File: src/rtl/obi_arbiter_pkg.sv
// Shared definitions for the OBI round-robin arbiter: default bus widths,
// index-width helper and the arbiter state encoding.
package obi_arb_pkg;

    localparam int unsigned DEF_ADDR_W = 32'd32;
    localparam int unsigned DEF_DATA_W = 32'd32;
    localparam int unsigned DEF_ID_W   = 32'd1;

    // Arbiter selection state: IDLE re-arbitrates every cycle, HOLD keeps
    // an ungranted request stable until the subordinate accepts it.
    typedef enum logic [0:0] {
        ARB_IDLE = 1'b0,
        ARB_HOLD = 1'b1
    } arb_state_e;

    // Width of a manager index; never narrower than one bit.
    function automatic int unsigned idx_width(input int unsigned n);
        int unsigned w;
        if (n > 32'd1) begin
            w = int'($clog2(n));
        end else begin
            w = 32'd1;
        end
        return w;
    endfunction

endpackage

File: src/rtl/obi_arbiter_if.sv
// OBI bus bundle for the arbiter: NUM_MGR packed manager ports on one side,
// a single subordinate port on the other.
// slave  : the arbiter's view (serves the managers, drives the subordinate)
// master : the environment's view (managers plus subordinate model)
interface obi_arbiter_if
    import obi_arb_pkg::*;
#(
    parameter int unsigned NUM_MGR = 32'd2,
    parameter int unsigned ADDR_W  = DEF_ADDR_W,
    parameter int unsigned DATA_W  = DEF_DATA_W,
    parameter int unsigned ID_W    = DEF_ID_W
) ();

    localparam int unsigned BE_W = DATA_W / 32'd8;

    // manager side
    logic [NUM_MGR-1:0]        m_obi_req;
    logic [NUM_MGR-1:0]        m_obi_gnt;
    logic [NUM_MGR*ADDR_W-1:0] m_obi_addr;
    logic [NUM_MGR-1:0]        m_obi_we;
    logic [NUM_MGR*BE_W-1:0]   m_obi_be;
    logic [NUM_MGR*DATA_W-1:0] m_obi_wdata;
    logic [NUM_MGR*ID_W-1:0]   m_obi_aid;
    logic [NUM_MGR-1:0]        m_obi_rvalid;
    logic [NUM_MGR-1:0]        m_obi_rready;
    logic [DATA_W-1:0]         m_obi_rdata;
    logic                      m_obi_err;
    logic [ID_W-1:0]           m_obi_rid;

    // subordinate side
    logic                      s_obi_req;
    logic                      s_obi_gnt;
    logic [ADDR_W-1:0]         s_obi_addr;
    logic                      s_obi_we;
    logic [BE_W-1:0]           s_obi_be;
    logic [DATA_W-1:0]         s_obi_wdata;
    logic [ID_W-1:0]           s_obi_aid;
    logic                      s_obi_rvalid;
    logic                      s_obi_rready;
    logic [DATA_W-1:0]         s_obi_rdata;
    logic                      s_obi_err;
    logic [ID_W-1:0]           s_obi_rid;

    modport slave (
        input  m_obi_req, m_obi_addr, m_obi_we, m_obi_be, m_obi_wdata, m_obi_aid, m_obi_rready,
        output m_obi_gnt, m_obi_rvalid, m_obi_rdata, m_obi_err, m_obi_rid,
        output s_obi_req, s_obi_addr, s_obi_we, s_obi_be, s_obi_wdata, s_obi_aid, s_obi_rready,
        input  s_obi_gnt, s_obi_rvalid, s_obi_rdata, s_obi_err, s_obi_rid
    );

    modport master (
        output m_obi_req, m_obi_addr, m_obi_we, m_obi_be, m_obi_wdata, m_obi_aid, m_obi_rready,
        input  m_obi_gnt, m_obi_rvalid, m_obi_rdata, m_obi_err, m_obi_rid,
        input  s_obi_req, s_obi_addr, s_obi_we, s_obi_be, s_obi_wdata, s_obi_aid, s_obi_rready,
        output s_obi_gnt, s_obi_rvalid, s_obi_rdata, s_obi_err, s_obi_rid
    );

endinterface

File: src/rtl/obi_arbiter_idx_fifo.sv
// FIFO of granted manager indices. Pointers carry one extra wrap bit so
// full and empty are distinguishable when the index bits are equal.
module obi_arb_idx_fifo #(
    parameter int unsigned DEPTH = 32'd4,
    parameter int unsigned W     = 32'd1
) (
    input  logic                     clk,
    input  logic                     rst_n,
    input  logic                     push_i,
    input  logic                     pop_i,
    input  logic [W-1:0]             din_i,
    output logic [W-1:0]             head_o,
    output logic                     full_o,
    output logic                     empty_o,
    output logic [$clog2(DEPTH):0]   count_o
);

    localparam int unsigned PW = $clog2(DEPTH);

    logic [PW:0]  wptr_q;
    logic [PW:0]  rptr_q;
    logic [W-1:0] mem_q [DEPTH];

    assign head_o  = mem_q[rptr_q[PW-1:0]];
    assign empty_o = (wptr_q == rptr_q);
    assign full_o  = (wptr_q[PW] != rptr_q[PW]) && (wptr_q[PW-1:0] == rptr_q[PW-1:0]);
    assign count_o = wptr_q - rptr_q;

    // Pointer and storage update; a full FIFO ignores push, an empty one ignores pop.
    always_ff @(posedge clk or negedge rst_n) begin
        if (!rst_n) begin
            wptr_q <= '0;
            rptr_q <= '0;
            for (int i = 0; i < int'(DEPTH); i++) begin
                mem_q[i] <= '0;
            end
        end else begin
            if (push_i && !full_o) begin
                mem_q[wptr_q[PW-1:0]] <= din_i;
                wptr_q                <= wptr_q + {{PW{1'b0}}, 1'b1};
            end
            if (pop_i && !empty_o) begin
                rptr_q <= rptr_q + {{PW{1'b0}}, 1'b1};
            end
        end
    end

endmodule

File: src/rtl/obi_arbiter.sv
// Round-robin arbiter sharing one OBI subordinate among NUM_MGR managers.
// Address phases are forwarded combinationally; the index of every granted
// manager is queued so in-order responses can be routed back.
module obi_arbiter
    import obi_arb_pkg::*;
#(
    parameter int unsigned NUM_MGR = 32'd2,
    parameter int unsigned MAX_OUT = 32'd4,
    parameter int unsigned ADDR_W  = DEF_ADDR_W,
    parameter int unsigned DATA_W  = DEF_DATA_W,
    parameter int unsigned ID_W    = DEF_ID_W
) (
    input  logic          clk,
    input  logic          rst_n,
    obi_arbiter_if.slave  bus,
    output logic          resp_orphan
);

    localparam int unsigned IDX_W = idx_width(NUM_MGR);
    localparam int unsigned BE_W  = DATA_W / 32'd8;
    localparam int unsigned CNT_W = $clog2(MAX_OUT) + 32'd1;

    arb_state_e         state_q;
    logic [IDX_W-1:0]   hold_idx_q;
    logic [IDX_W-1:0]   rr_ptr_q;
    logic               resp_orphan_q;

    logic [IDX_W-1:0]   rr_pick_s;
    logic [IDX_W-1:0]   sel_s;
    logic               s_req_s;
    logic               addr_hs_s;
    logic               fifo_pop_s;
    logic [IDX_W-1:0]   fifo_head_s;
    logic               fifo_full_s;
    logic               fifo_empty_s;
    logic [CNT_W-1:0]   unused_fifo_count_s;
    logic [NUM_MGR-1:0] gnt_s;
    logic [NUM_MGR-1:0] rvalid_s;

    // (base + off) mod NUM_MGR, for off < NUM_MGR
    function automatic logic [IDX_W-1:0] wrap_add(input logic [IDX_W-1:0] base, input int unsigned off);
        int unsigned sum;
        sum = 32'(base) + off;
        if (sum >= NUM_MGR) begin
            sum = sum - NUM_MGR;
        end else begin
            sum = sum;
        end
        return sum[IDX_W-1:0];
    endfunction

    // Round-robin search: first requester at or after rr_ptr, wrapping upward.
    // Scanning from the far end lets the closest requester win last.
    always_comb begin
        rr_pick_s = rr_ptr_q;
        for (int unsigned off = NUM_MGR; off > 32'd0; off--) begin
            if (bus.m_obi_req[wrap_add(rr_ptr_q, off - 32'd1)]) begin
                rr_pick_s = wrap_add(rr_ptr_q, off - 32'd1);
            end else begin
                rr_pick_s = rr_pick_s;
            end
        end
    end

    // Selected manager: the held index while a presented request awaits gnt.
    always_comb begin
        case (state_q)
            ARB_HOLD: sel_s = hold_idx_q;
            ARB_IDLE: sel_s = rr_pick_s;
            default:  sel_s = rr_pick_s;
        endcase
    end

    // Address path: new requests are blocked while every FIFO slot is in use.
    assign s_req_s          = bus.m_obi_req[sel_s] & ~fifo_full_s;
    assign addr_hs_s        = s_req_s & bus.s_obi_gnt;
    assign bus.s_obi_req    = s_req_s;
    assign bus.s_obi_addr   = bus.m_obi_addr[sel_s*ADDR_W +: ADDR_W];
    assign bus.s_obi_we     = bus.m_obi_we[sel_s];
    assign bus.s_obi_be     = bus.m_obi_be[sel_s*BE_W +: BE_W];
    assign bus.s_obi_wdata  = bus.m_obi_wdata[sel_s*DATA_W +: DATA_W];
    assign bus.s_obi_aid    = bus.m_obi_aid[sel_s*ID_W +: ID_W];

    // One-hot grant to the selected manager on an address handshake.
    always_comb begin
        gnt_s        = '0;
        gnt_s[sel_s] = addr_hs_s;
    end
    assign bus.m_obi_gnt = gnt_s;

    // One-hot rvalid to the manager at the FIFO head.
    always_comb begin
        rvalid_s              = '0;
        rvalid_s[fifo_head_s] = bus.s_obi_rvalid & ~fifo_empty_s;
    end
    assign bus.m_obi_rvalid = rvalid_s;

    // Response path: with nothing outstanding, stray responses are drained.
    assign bus.s_obi_rready = bus.m_obi_rready[fifo_head_s] | fifo_empty_s;
    assign fifo_pop_s       = bus.s_obi_rvalid & bus.s_obi_rready & ~fifo_empty_s;
    assign bus.m_obi_rdata  = bus.s_obi_rdata;
    assign bus.m_obi_err    = bus.s_obi_err;
    assign bus.m_obi_rid    = bus.s_obi_rid;
    assign resp_orphan      = resp_orphan_q;

    obi_arb_idx_fifo #(
        .DEPTH (MAX_OUT),
        .W     (IDX_W)
    ) u_idx_fifo (
        .clk     (clk),
        .rst_n   (rst_n),
        .push_i  (addr_hs_s),
        .pop_i   (fifo_pop_s),
        .din_i   (sel_s),
        .head_o  (fifo_head_s),
        .full_o  (fifo_full_s),
        .empty_o (fifo_empty_s),
        .count_o (unused_fifo_count_s)
    );

    // Arbiter FSM: hold an ungranted selection, advance rr_ptr past each granted manager.
    always_ff @(posedge clk or negedge rst_n) begin
        if (!rst_n) begin
            state_q    <= ARB_IDLE;
            hold_idx_q <= '0;
            rr_ptr_q   <= '0;
        end else begin
            // A withdrawn held request also returns to IDLE so others are not starved.
            if (s_req_s && !bus.s_obi_gnt) begin
                state_q    <= ARB_HOLD;
                hold_idx_q <= sel_s;
            end else begin
                state_q    <= ARB_IDLE;
            end
            if (addr_hs_s) begin
                rr_ptr_q <= wrap_add(sel_s, 32'd1);
            end
        end
    end

    // Sticky flag: a response arrived while nothing was outstanding.
    always_ff @(posedge clk or negedge rst_n) begin
        if (!rst_n) begin
            resp_orphan_q <= 1'b0;
        end else if (bus.s_obi_rvalid && fifo_empty_s) begin
            resp_orphan_q <= 1'b1;
        end
    end

endmodule

File: src/flat_wrapper.sv
// flat-port wrapper written by rule: the top's interface ports become plain ports
module obi_arbiter_flat import obi_arb_pkg::*;
#(
    parameter int unsigned NUM_MGR = 32'd2,
    parameter int unsigned MAX_OUT = 32'd4,
    parameter int unsigned ADDR_W  = DEF_ADDR_W,
    parameter int unsigned DATA_W  = DEF_DATA_W,
    parameter int unsigned ID_W    = DEF_ID_W
)
  (clk, rst_n, resp_orphan, bus_m_obi_req, bus_m_obi_addr, bus_m_obi_we, bus_m_obi_be, bus_m_obi_wdata, bus_m_obi_aid, bus_m_obi_rready, bus_m_obi_gnt, bus_m_obi_rvalid, bus_m_obi_rdata, bus_m_obi_err, bus_m_obi_rid, bus_s_obi_req, bus_s_obi_addr, bus_s_obi_we, bus_s_obi_be, bus_s_obi_wdata, bus_s_obi_aid, bus_s_obi_rready, bus_s_obi_gnt, bus_s_obi_rvalid, bus_s_obi_rdata, bus_s_obi_err, bus_s_obi_rid);
  obi_arbiter_if #(.NUM_MGR(NUM_MGR), .ADDR_W(ADDR_W), .DATA_W(DATA_W), .ID_W(ID_W)) bus_i ();
  input  logic clk;
  input  logic rst_n;
  output logic resp_orphan;
  input wire logic [$bits(bus_i.m_obi_req)-1:0] bus_m_obi_req;
  input wire logic [$bits(bus_i.m_obi_addr)-1:0] bus_m_obi_addr;
  input wire logic [$bits(bus_i.m_obi_we)-1:0] bus_m_obi_we;
  input wire logic [$bits(bus_i.m_obi_be)-1:0] bus_m_obi_be;
  input wire logic [$bits(bus_i.m_obi_wdata)-1:0] bus_m_obi_wdata;
  input wire logic [$bits(bus_i.m_obi_aid)-1:0] bus_m_obi_aid;
  input wire logic [$bits(bus_i.m_obi_rready)-1:0] bus_m_obi_rready;
  output wire logic [$bits(bus_i.m_obi_gnt)-1:0] bus_m_obi_gnt;
  output wire logic [$bits(bus_i.m_obi_rvalid)-1:0] bus_m_obi_rvalid;
  output wire logic [$bits(bus_i.m_obi_rdata)-1:0] bus_m_obi_rdata;
  output wire logic [$bits(bus_i.m_obi_err)-1:0] bus_m_obi_err;
  output wire logic [$bits(bus_i.m_obi_rid)-1:0] bus_m_obi_rid;
  output wire logic [$bits(bus_i.s_obi_req)-1:0] bus_s_obi_req;
  output wire logic [$bits(bus_i.s_obi_addr)-1:0] bus_s_obi_addr;
  output wire logic [$bits(bus_i.s_obi_we)-1:0] bus_s_obi_we;
  output wire logic [$bits(bus_i.s_obi_be)-1:0] bus_s_obi_be;
  output wire logic [$bits(bus_i.s_obi_wdata)-1:0] bus_s_obi_wdata;
  output wire logic [$bits(bus_i.s_obi_aid)-1:0] bus_s_obi_aid;
  output wire logic [$bits(bus_i.s_obi_rready)-1:0] bus_s_obi_rready;
  input wire logic [$bits(bus_i.s_obi_gnt)-1:0] bus_s_obi_gnt;
  input wire logic [$bits(bus_i.s_obi_rvalid)-1:0] bus_s_obi_rvalid;
  input wire logic [$bits(bus_i.s_obi_rdata)-1:0] bus_s_obi_rdata;
  input wire logic [$bits(bus_i.s_obi_err)-1:0] bus_s_obi_err;
  input wire logic [$bits(bus_i.s_obi_rid)-1:0] bus_s_obi_rid;
  assign bus_i.m_obi_req = bus_m_obi_req;
  assign bus_i.m_obi_addr = bus_m_obi_addr;
  assign bus_i.m_obi_we = bus_m_obi_we;
  assign bus_i.m_obi_be = bus_m_obi_be;
  assign bus_i.m_obi_wdata = bus_m_obi_wdata;
  assign bus_i.m_obi_aid = bus_m_obi_aid;
  assign bus_i.m_obi_rready = bus_m_obi_rready;
  assign bus_m_obi_gnt = bus_i.m_obi_gnt;
  assign bus_m_obi_rvalid = bus_i.m_obi_rvalid;
  assign bus_m_obi_rdata = bus_i.m_obi_rdata;
  assign bus_m_obi_err = bus_i.m_obi_err;
  assign bus_m_obi_rid = bus_i.m_obi_rid;
  assign bus_s_obi_req = bus_i.s_obi_req;
  assign bus_s_obi_addr = bus_i.s_obi_addr;
  assign bus_s_obi_we = bus_i.s_obi_we;
  assign bus_s_obi_be = bus_i.s_obi_be;
  assign bus_s_obi_wdata = bus_i.s_obi_wdata;
  assign bus_s_obi_aid = bus_i.s_obi_aid;
  assign bus_s_obi_rready = bus_i.s_obi_rready;
  assign bus_i.s_obi_gnt = bus_s_obi_gnt;
  assign bus_i.s_obi_rvalid = bus_s_obi_rvalid;
  assign bus_i.s_obi_rdata = bus_s_obi_rdata;
  assign bus_i.s_obi_err = bus_s_obi_err;
  assign bus_i.s_obi_rid = bus_s_obi_rid;
  obi_arbiter #(.NUM_MGR(NUM_MGR), .MAX_OUT(MAX_OUT), .ADDR_W(ADDR_W), .DATA_W(DATA_W), .ID_W(ID_W)) u_core (.clk(clk), .rst_n(rst_n), .bus(bus_i), .resp_orphan(resp_orphan));
endmodule
File: config.mk
export PLATFORM = sky130hd
export DESIGN_NAME = obi_arbiter_flat
export DESIGN_NICKNAME = d
export VERILOG_FILES = /design/src/rtl/obi_arbiter_pkg.sv /design/src/rtl/obi_arbiter_if.sv /design/src/rtl/obi_arbiter_idx_fifo.sv /design/src/rtl/obi_arbiter.sv /design/src/flat_wrapper.sv
export SDC_FILE = /design/constraint.sdc
export NUM_CORES = 1
export LEC_CHECK = 0
export CAP_MARGIN = 10
export CORE_AREA = 4 4 113 115
export CTS_CLUSTER_SIZE = 16
export DETAILED_ROUTE_END_ITERATION = 10
export DIE_AREA = 0 0 117 119
export PLACE_DENSITY = 0.63
export SLEW_MARGIN = 20
export SYNTH_ARGS = -nofsm -noshare
export SYNTH_HDL_FRONTEND = slang
export SYNTH_SLANG_ARGS = --single-unit
File: constraint.sdc
create_clock -name clk -period 4.5 [get_ports clk]
set_input_delay 0.9 -clock clk [delete_from_list [all_inputs] [get_ports clk]]
set_output_delay 0.9 -clock clk [all_outputs]
set_load 0.02 [all_outputs]
* Word-level counts from Yosys, hierarchy flattened *
Index checks and enable logic that the tools add are counted.

cells by class
  shift operators = 4
  reductions and logical operators = 11
  $lt $le $gt $ge = 12
  $add $sub $neg = 7
  bitwise operators = 13
  mux-type cells = 27
  eq/ne operators = 3

operators by type and width
  operator                                                               number
  64-bit by 7-bit indexed part select with 32-bit output                 2
  1-bit 2-to-1 mux                                                       21
  1-bit logical AND                                                      8
  1-bit by 2-bit < comparator with 1-bit output, second input constant   4
  8-bit by 4-bit indexed part select with 4-bit output                   1
  3-bit by 1-bit adder with 3-bit output, second input constant          2
  3-bit >= comparator, second input constant                             2
  2-bit NOT with 3-bit output                                            2
  1-bit bitwise AND                                                      5
  1-bit by 1-bit adder with 2-bit output, second input constant          2
  2-bit bitwise AND                                                      2
  4-bit bitwise mux                                                      1
  2-bit >= comparator, second input constant                             2
  3-bit == test                                                          1
  1-bit logical NOT                                                      3
  3-bit by 1-bit < comparator with 1-bit output, second input constant   1
  1-bit NOT                                                              3
  1-bit subtractor, second input constant                                3
  1-bit binary-select mux with 2-bit select                              1
  1-bit demux with 1-bit select                                          2
  1-bit demux with 2-bit select                                          1
  2-bit == test                                                          1
  1-bit >= comparator, second input constant                             2
  1-bit by 2-bit >= comparator with 1-bit output, second input constant  1
  4 further kinds                                                        4

word-level totals
  input port bits = 182
  word-level logic and storage cells = 87
  flip-flop bits (word level) = 14

* Depth between registers and ports, before layout *
  word-level depth = 13
  mapped depth = 5

* Modules after synthesis *
Synthesis repeated with hierarchy kept, for this count alone.

unflattened totals
  cells, all modules = 195
  area, all modules = 2003.2 um^2

by module, submodules not included
  module            times used  cells each  seq. area each (um^2)  area each (um^2)
  obi_arbiter       1           139         100.1                  1368.8
  obi_arb_idx_fifo  1           56          250.2                  634.4

* Least setup slack after synthesis *
OpenSTA, ideal clock, no wires.

  path type = in2out
  start = input port bus_m_obi_req[0]
  end = output port bus_s_obi_be[1]
  stages = 5
  setup slack = 1394 ps
  data arrival time = 2206 ps
  cell sequence = a21boi_1 o31ai_2 buf_2 buf_2 mux2_1

on the way
  word-level cells in the longest chain between the ends = 6
  elaborated cells between the ends (all ways) = 8
  those cells by class = 1 x shift; 7 x mux

RTL lines
  what                                                      line                RTL
  from (decl)                                               flat_wrapper.sv:15  input wire logic [$bits(bus_i.m_obi_req)-1:0] bus_m_obi_req;
  1-bit 2-to-1 mux (implied by the code) (2 in a row)       obi_arbiter.sv:57   if (bus.m_obi_req[wrap_add(rr_ptr_q, off - 32'd1)]) begin
  1-bit 2-to-1 mux                                          obi_arbiter.sv:57
  1-bit 2-to-1 mux (*)                                      obi_arbiter.sv:57
  1-bit case mux with 2 select lines (*)                    obi_arbiter.sv:67   case (state_q)
  8-bit by 4-bit indexed part select with 4-bit output (*)  obi_arbiter.sv:80   assign bus.s_obi_be = bus.m_obi_be[sel_s*BE_W +: BE_W];
  to (decl)                                                 flat_wrapper.sv:30  output wire logic [$bits(bus_i.s_obi_be)-1:0] bus_s_obi_be;

Mark *: on every way between the ends. The rest lies on a longest branch, timed or not. The select of a mux whose other input is x is not followed.

* Worst setup path in the final report *
  start = input port bus_m_obi_req[1]
  end = output port bus_s_obi_wdata[31]

on the way
  word-level cells in the longest chain between the ends = 6
  elaborated cells between the ends (all ways) = 8
  those cells by class = 1 x shift; 7 x mux

RTL lines
  what                                                        line                RTL
  1-bit 2-to-1 mux (implied by the code) (2 in a row)         obi_arbiter.sv:57
  1-bit 2-to-1 mux                                            obi_arbiter.sv:57
  1-bit 2-to-1 mux (*)                                        obi_arbiter.sv:57
  1-bit case mux with 2 select lines (*)                      obi_arbiter.sv:67
  64-bit by 7-bit indexed part select with 32-bit output (*)  obi_arbiter.sv:81   assign bus.s_obi_wdata = bus.m_obi_wdata[sel_s*DATA_W +: DATA_W];
  to (decl)                                                   flat_wrapper.sv:31  output wire logic [$bits(bus_i.s_obi_wdata)-1:0] bus_s_obi_wdata;

Marks and branches as above.

==> out/results.txt <==
The flow ran to the end, and the final reports show no timing, DRC or antenna violations. After filler insertion, the fill cell instance count of the layout stands at 1191. Non-filler instance count after layout: 514. The pin slew with the least headroom to its limit is 0.748 ns. The mean area per synthesized cell came out at 10.5 µm².

Yosys printed 0 warnings. The root buffer cell chosen for the clock tree is sky130_fd_sc_hd__clkbuf_16. TritonCTS built the clock tree. Dividing the detail-routed wire length by the instance count gives 19.4 µm. Hold repair after CTS inserted 0 buffers. Starting density of the core: 0.162. After legalization and detailed placement, the total HPWL measured 8.72 mm. The run gives 2.56 ns as the worst reg-to-reg setup slack.

The logs give 0 for the final number of setup-violating endpoints and 4060 µm² for the instance area at placement. For this design the total switching power over the nets is 0.917 mW. After synthesis, the largest family of logic cells by area is multiplexers. 293 I/O pins were placed. The cell type of the slowest stage on the worst timing path is sky130_fd_sc_hd__clkdlybuf4s50_1. The repair_antennas step left the layout with diodes totalling 0.

The tools report the critical register-to-register path endpoint as u_core.u_idx_fifo.rptr_q[1]. Number of cells on the worst reg-to-reg path: 4. The synthesized-area fraction occupied by xor and xnor cells is 0.0321, and the synthesized instance count is 181. The total area inside the core boundary comes to 11800 µm².

The area of the multi-input gates was 1260 µm². Number of pins exceeding their max-slew limit in the final report: 0. Data arrives at the worst endpoint at 3.23 ns. The fraction of power spent switching nets is 0.420. The number of buffer cells added on primary ports was 224; the sequential share of the synthesized area was 0.183. The critical path goes through clkdlybuf4s50_1 > nor2_1 > o31ai_4 > buf_12 > mux2_2 > clkdlybuf4s50_1. In the routed design, unresolved DRC markers number 0.

The number of nets in the finished design is 555, and the accumulated negative setup slack is 0 ns. Post-route standard cell area excluding fillers: 4150 µm². The basic-gate share of the synthesized area counting and, or, nand and nor cells was 0.0891.

The analysis attributes to cell leakage a power of 1.57 nW. The tools report the combinational cell fraction of total power as 0.802. The largest fanout on the critical path was 78; the number of DRC markers in iteration 0 was 36.

The worst flop-to-flop path startpoint was u_core.u_idx_fifo.rptr_q[0]. The largest area contributor in the synthesized netlist is sky130_fd_sc_hd__mux2_2. The maximum level of the CTS H-tree is 1. At the end of routability-driven placement, the weighted congestion stood at 0.770. The tightest hold path in the finished design has a slack of 0.491 ns. Once detail routing completed, the nets flagged for antenna violations numbered 0. The run gives 0.00130 ns as the setup skew after layout. For this run, the detailed router's first-pass iteration total came to 4. Power density over cell area: 526 nW/µm². The hold violation count in the final report is 0. The worst setup path is captured at a primary output.

Kind of cell adding the most delay to the critical path: buffers and inverters. The total wirelength of the detailed-routed design was 9.98 mm. Worst-case headroom to the max-slew limit: 0.501.

The final design utilization is 0.352, and the highest ir drop seen on vdd is 281 µV. By instance count, the cell type seen most on the critical path is sky130_fd_sc_hd__clkdlybuf4s50_1. The depth of the worst hold-timing path was 1; the portion of the clock cycle consumed by the worst path in the final layout was 0.917. After clock tree synthesis, the clock-pin slew on the worst setup and hold paths is 0.04 ns. Once placement completed, the tool counted placed cells totaling 510. The share of Yosys cell area claimed by the top area cell type came out at 0.431. Data on the critical path is required at its endpoint by 3.60 ns. The mux share of post-synthesis cell area is 0.481.

Setup repair after global routing left no endpoint under its margin. The buffer depth of the longest clock path was 2; the worst stage delay on the critical path was 0.61 ns. The post-synthesis adder-cell area fraction was 0.0328; the max capacitance violation total was 0. The number of antenna violations at the first check in global routing was 0. The number of clock sinks is 14. For this run, the top clock speed supported by timing is 0.242 GHz. The clock period could shrink to 4.13 ns. The area growth from synthesis to layout is 117%. The internal power contribution is 1.27 mW. The tools report the source of the worst hold timing path as u_core.u_idx_fifo.rptr_q[2]. Yosys mapped the design onto 30 distinct sky130hd cell types. The logs give 79 for the largest net degree at the start of global routing and 1910 µm² for the post-synthesis instance area. The number of rows in the core area is 40.

By startpoint and endpoint, the worst setup path is classified as input pin to primary output. The via count of the first global-routing pass was 2285; the die span in y was 119 µm. For the global-route total usage across every layer, the log shows 0.131. The die is 117 µm wide.

The worst setup path is launched from an input pin. The total overflow reported by the global router was 0. Ranked by total cell area, the synthesized netlist is headed by sky130_fd_sc_hd__mux2_2 43%, sky130_fd_sc_hd__dfrtp_1 18%, sky130_fd_sc_hd__buf_4 13%.

The fraction of final layout cells with drive strength greater than 1 works out to 0.237. The TritonCTS buffer count came out at 3. Across all layers, the routed design uses 2056 vias. The number of setup buffers added after CTS is 0. Sequential power share: 0.114.

The path with the worst hold slack has its endpoint at u_core.u_idx_fifo.rptr_q[2]. The number of buffer and inverter stages on the critical path was 3; the net count after synthesis was 368. The first global-routing pass estimated 13.7 mm of wire.

The die area was 13900 µm². The tightest min-delay check is of the flip-flop to flip-flop type. Across the whole layout, storage elements account for 350 µm².

After clock tree synthesis, the repair step resized 0 gates. Synthesis inferred 14 register bits. The post-detailed-route via-to-cell ratio is 4.00, and the source-to-sink clock delay at the later pin of the worst-skew pair is 0.24 ns. The complex-gate fraction of the synthesized area came out at 0.0183.

The share of total power in the clock network is 0.084.
-- layout make-up --
class,count,area share
Clock buffer,4,0.0214
Inverter,3,0.00271
Multi-Input combinational cell,121,0.302
Sequential cell,14,0.0844
Tap cell,147,0.0443
Timing Repair Buffer,225,0.545
-- cells in the mapped netlist --
master                     number
sky130_fd_sc_hd__and3_2         1
sky130_fd_sc_hd__mux4_2         1
sky130_fd_sc_hd__a21boi_1       1
sky130_fd_sc_hd__o31ai_2        1
sky130_fd_sc_hd__inv_1          3
sky130_fd_sc_hd__buf_4         34
sky130_fd_sc_hd__and2_1         1
sky130_fd_sc_hd__mux2_2        73
sky130_fd_sc_hd__and3_4         1
sky130_fd_sc_hd__buf_2          9
sky130_fd_sc_hd__mux2_1         3
sky130_fd_sc_hd__mux2i_1        1
sky130_fd_sc_hd__nor4b_4        1
sky130_fd_sc_hd__a41o_1         1
sky130_fd_sc_hd__nor2b_1        1
sky130_fd_sc_hd__nand3_1        1
sky130_fd_sc_hd__nand2b_1       2
sky130_fd_sc_hd__mux2_4         2
sky130_fd_sc_hd__nor3_1         1
sky130_fd_sc_hd__nor2_1         3
sky130_fd_sc_hd__nor4_1         3
sky130_fd_sc_hd__a21oi_1        1
sky130_fd_sc_hd__nor4_2         2
sky130_fd_sc_hd__dfrtp_1       14
sky130_fd_sc_hd__xor2_1         2
sky130_fd_sc_hd__nand2_1        6
sky130_fd_sc_hd__xnor2_1        5
sky130_fd_sc_hd__ha_1           5
sky130_fd_sc_hd__and3b_1        1
sky130_fd_sc_hd__nand4_1        1
-- worst max-delay path by stage --
stage	cells past startpoint	slack, ns	to	from
finish	6	0.37	bus_s_obi_wdata[31]	bus_m_obi_req[1]
global route	6	0.31	bus_s_obi_wdata[9]	bus_m_obi_req[1]
CTS	6	0.37	bus_s_obi_wdata[9]	bus_m_obi_req[1]
detailed placement	6	0.37	bus_s_obi_wdata[9]	bus_m_obi_req[1]
global placement	6	0.38	bus_s_obi_wdata[9]	bus_m_obi_req[1]
floorplan	5	1.39	bus_s_obi_be[1]	bus_m_obi_req[0]
-- state kept, by name (all words and copies together), names as in the netlist --
signal / cells
u_core.u_idx_fifo.mem_q: 4
u_core.resp_orphan: 1
u_core.rr_ptr_q: 1
u_core.u_idx_fifo.wptr_q: 3
u_core.u_idx_fifo.rptr_q: 3
u_core.state_q: 1
u_core.hold_idx_q: 1
-- routing by layer --
metal  wire length (µm)  track usage  up-vias
met4                 13      0.00645        0
met2               4860        0.232      142
met5                  0            0        -
met1               3620        0.146      928
li1                   -            -      982
met3               1490       0.0655        4
-- worst reg2reg max path: stages (launching register included) --
cell	delay, ns
sky130_fd_sc_hd__dfrtp_1	0.44
sky130_fd_sc_hd__mux4_2	0.58
sky130_fd_sc_hd__mux2_4	0.33
sky130_fd_sc_hd__and3_4	0.19
sky130_fd_sc_hd__mux2_4	0.28
-- power groups by stage --
stage	clock (mW)	sequential (mW)	combinational, mW
finish	0.184	0.249	1.75
global route	0.200	0.258	1.87
CTS	0.190	0.250	1.78
detailed placement	0	0.252	1.77
global placement	0	0.249	1.76
floorplan	0	0.239	1.07
-- stage by stage --
step | worst slack, ns | power [mW]
final | 0.372 | 2.18
after global routing | 0.306 | 2.33
after CTS | 0.371 | 2.22
after detailed placement | 0.370 | 2.02
after global placement | 0.376 | 2.01
after floorplan | 1.39 | 1.31
-- cells by family after synthesis --
logic type,Yosys count
xor gates and xnor gates,7
adders and majority gates,5
AOI/OAI and AO/OA,4
and+or+nand+nor,25
muxes,80
DFF,14
buffers and inverters,46
-- cells in the final DEF, fill, tap and decap left out, types with 2 or more instances in the layout --
cell type | Yosys | routed
sky130_fd_sc_hd__clkbuf_16 | 0 | 3
sky130_fd_sc_hd__inv_1 | 3 | 3
sky130_fd_sc_hd__mux2_2 | 73 | 73
sky130_fd_sc_hd__ha_1 | 5 | 5
sky130_fd_sc_hd__nand2_1 | 6 | 6
sky130_fd_sc_hd__nor4_2 | 2 | 2
sky130_fd_sc_hd__mux2_4 | 2 | 2
sky130_fd_sc_hd__clkdlybuf4s50_1 | 0 | 224
sky130_fd_sc_hd__mux2_1 | 3 | 3
sky130_fd_sc_hd__nor4_1 | 3 | 3
sky130_fd_sc_hd__nor2_1 | 3 | 3
sky130_fd_sc_hd__dfrtp_1 | 14 | 14
sky130_fd_sc_hd__xor2_1 | 2 | 2
sky130_fd_sc_hd__xnor2_1 | 5 | 5
sky130_fd_sc_hd__nand2b_1 | 2 | 2
Note: power is estimated with default switching activity, not from simulation.
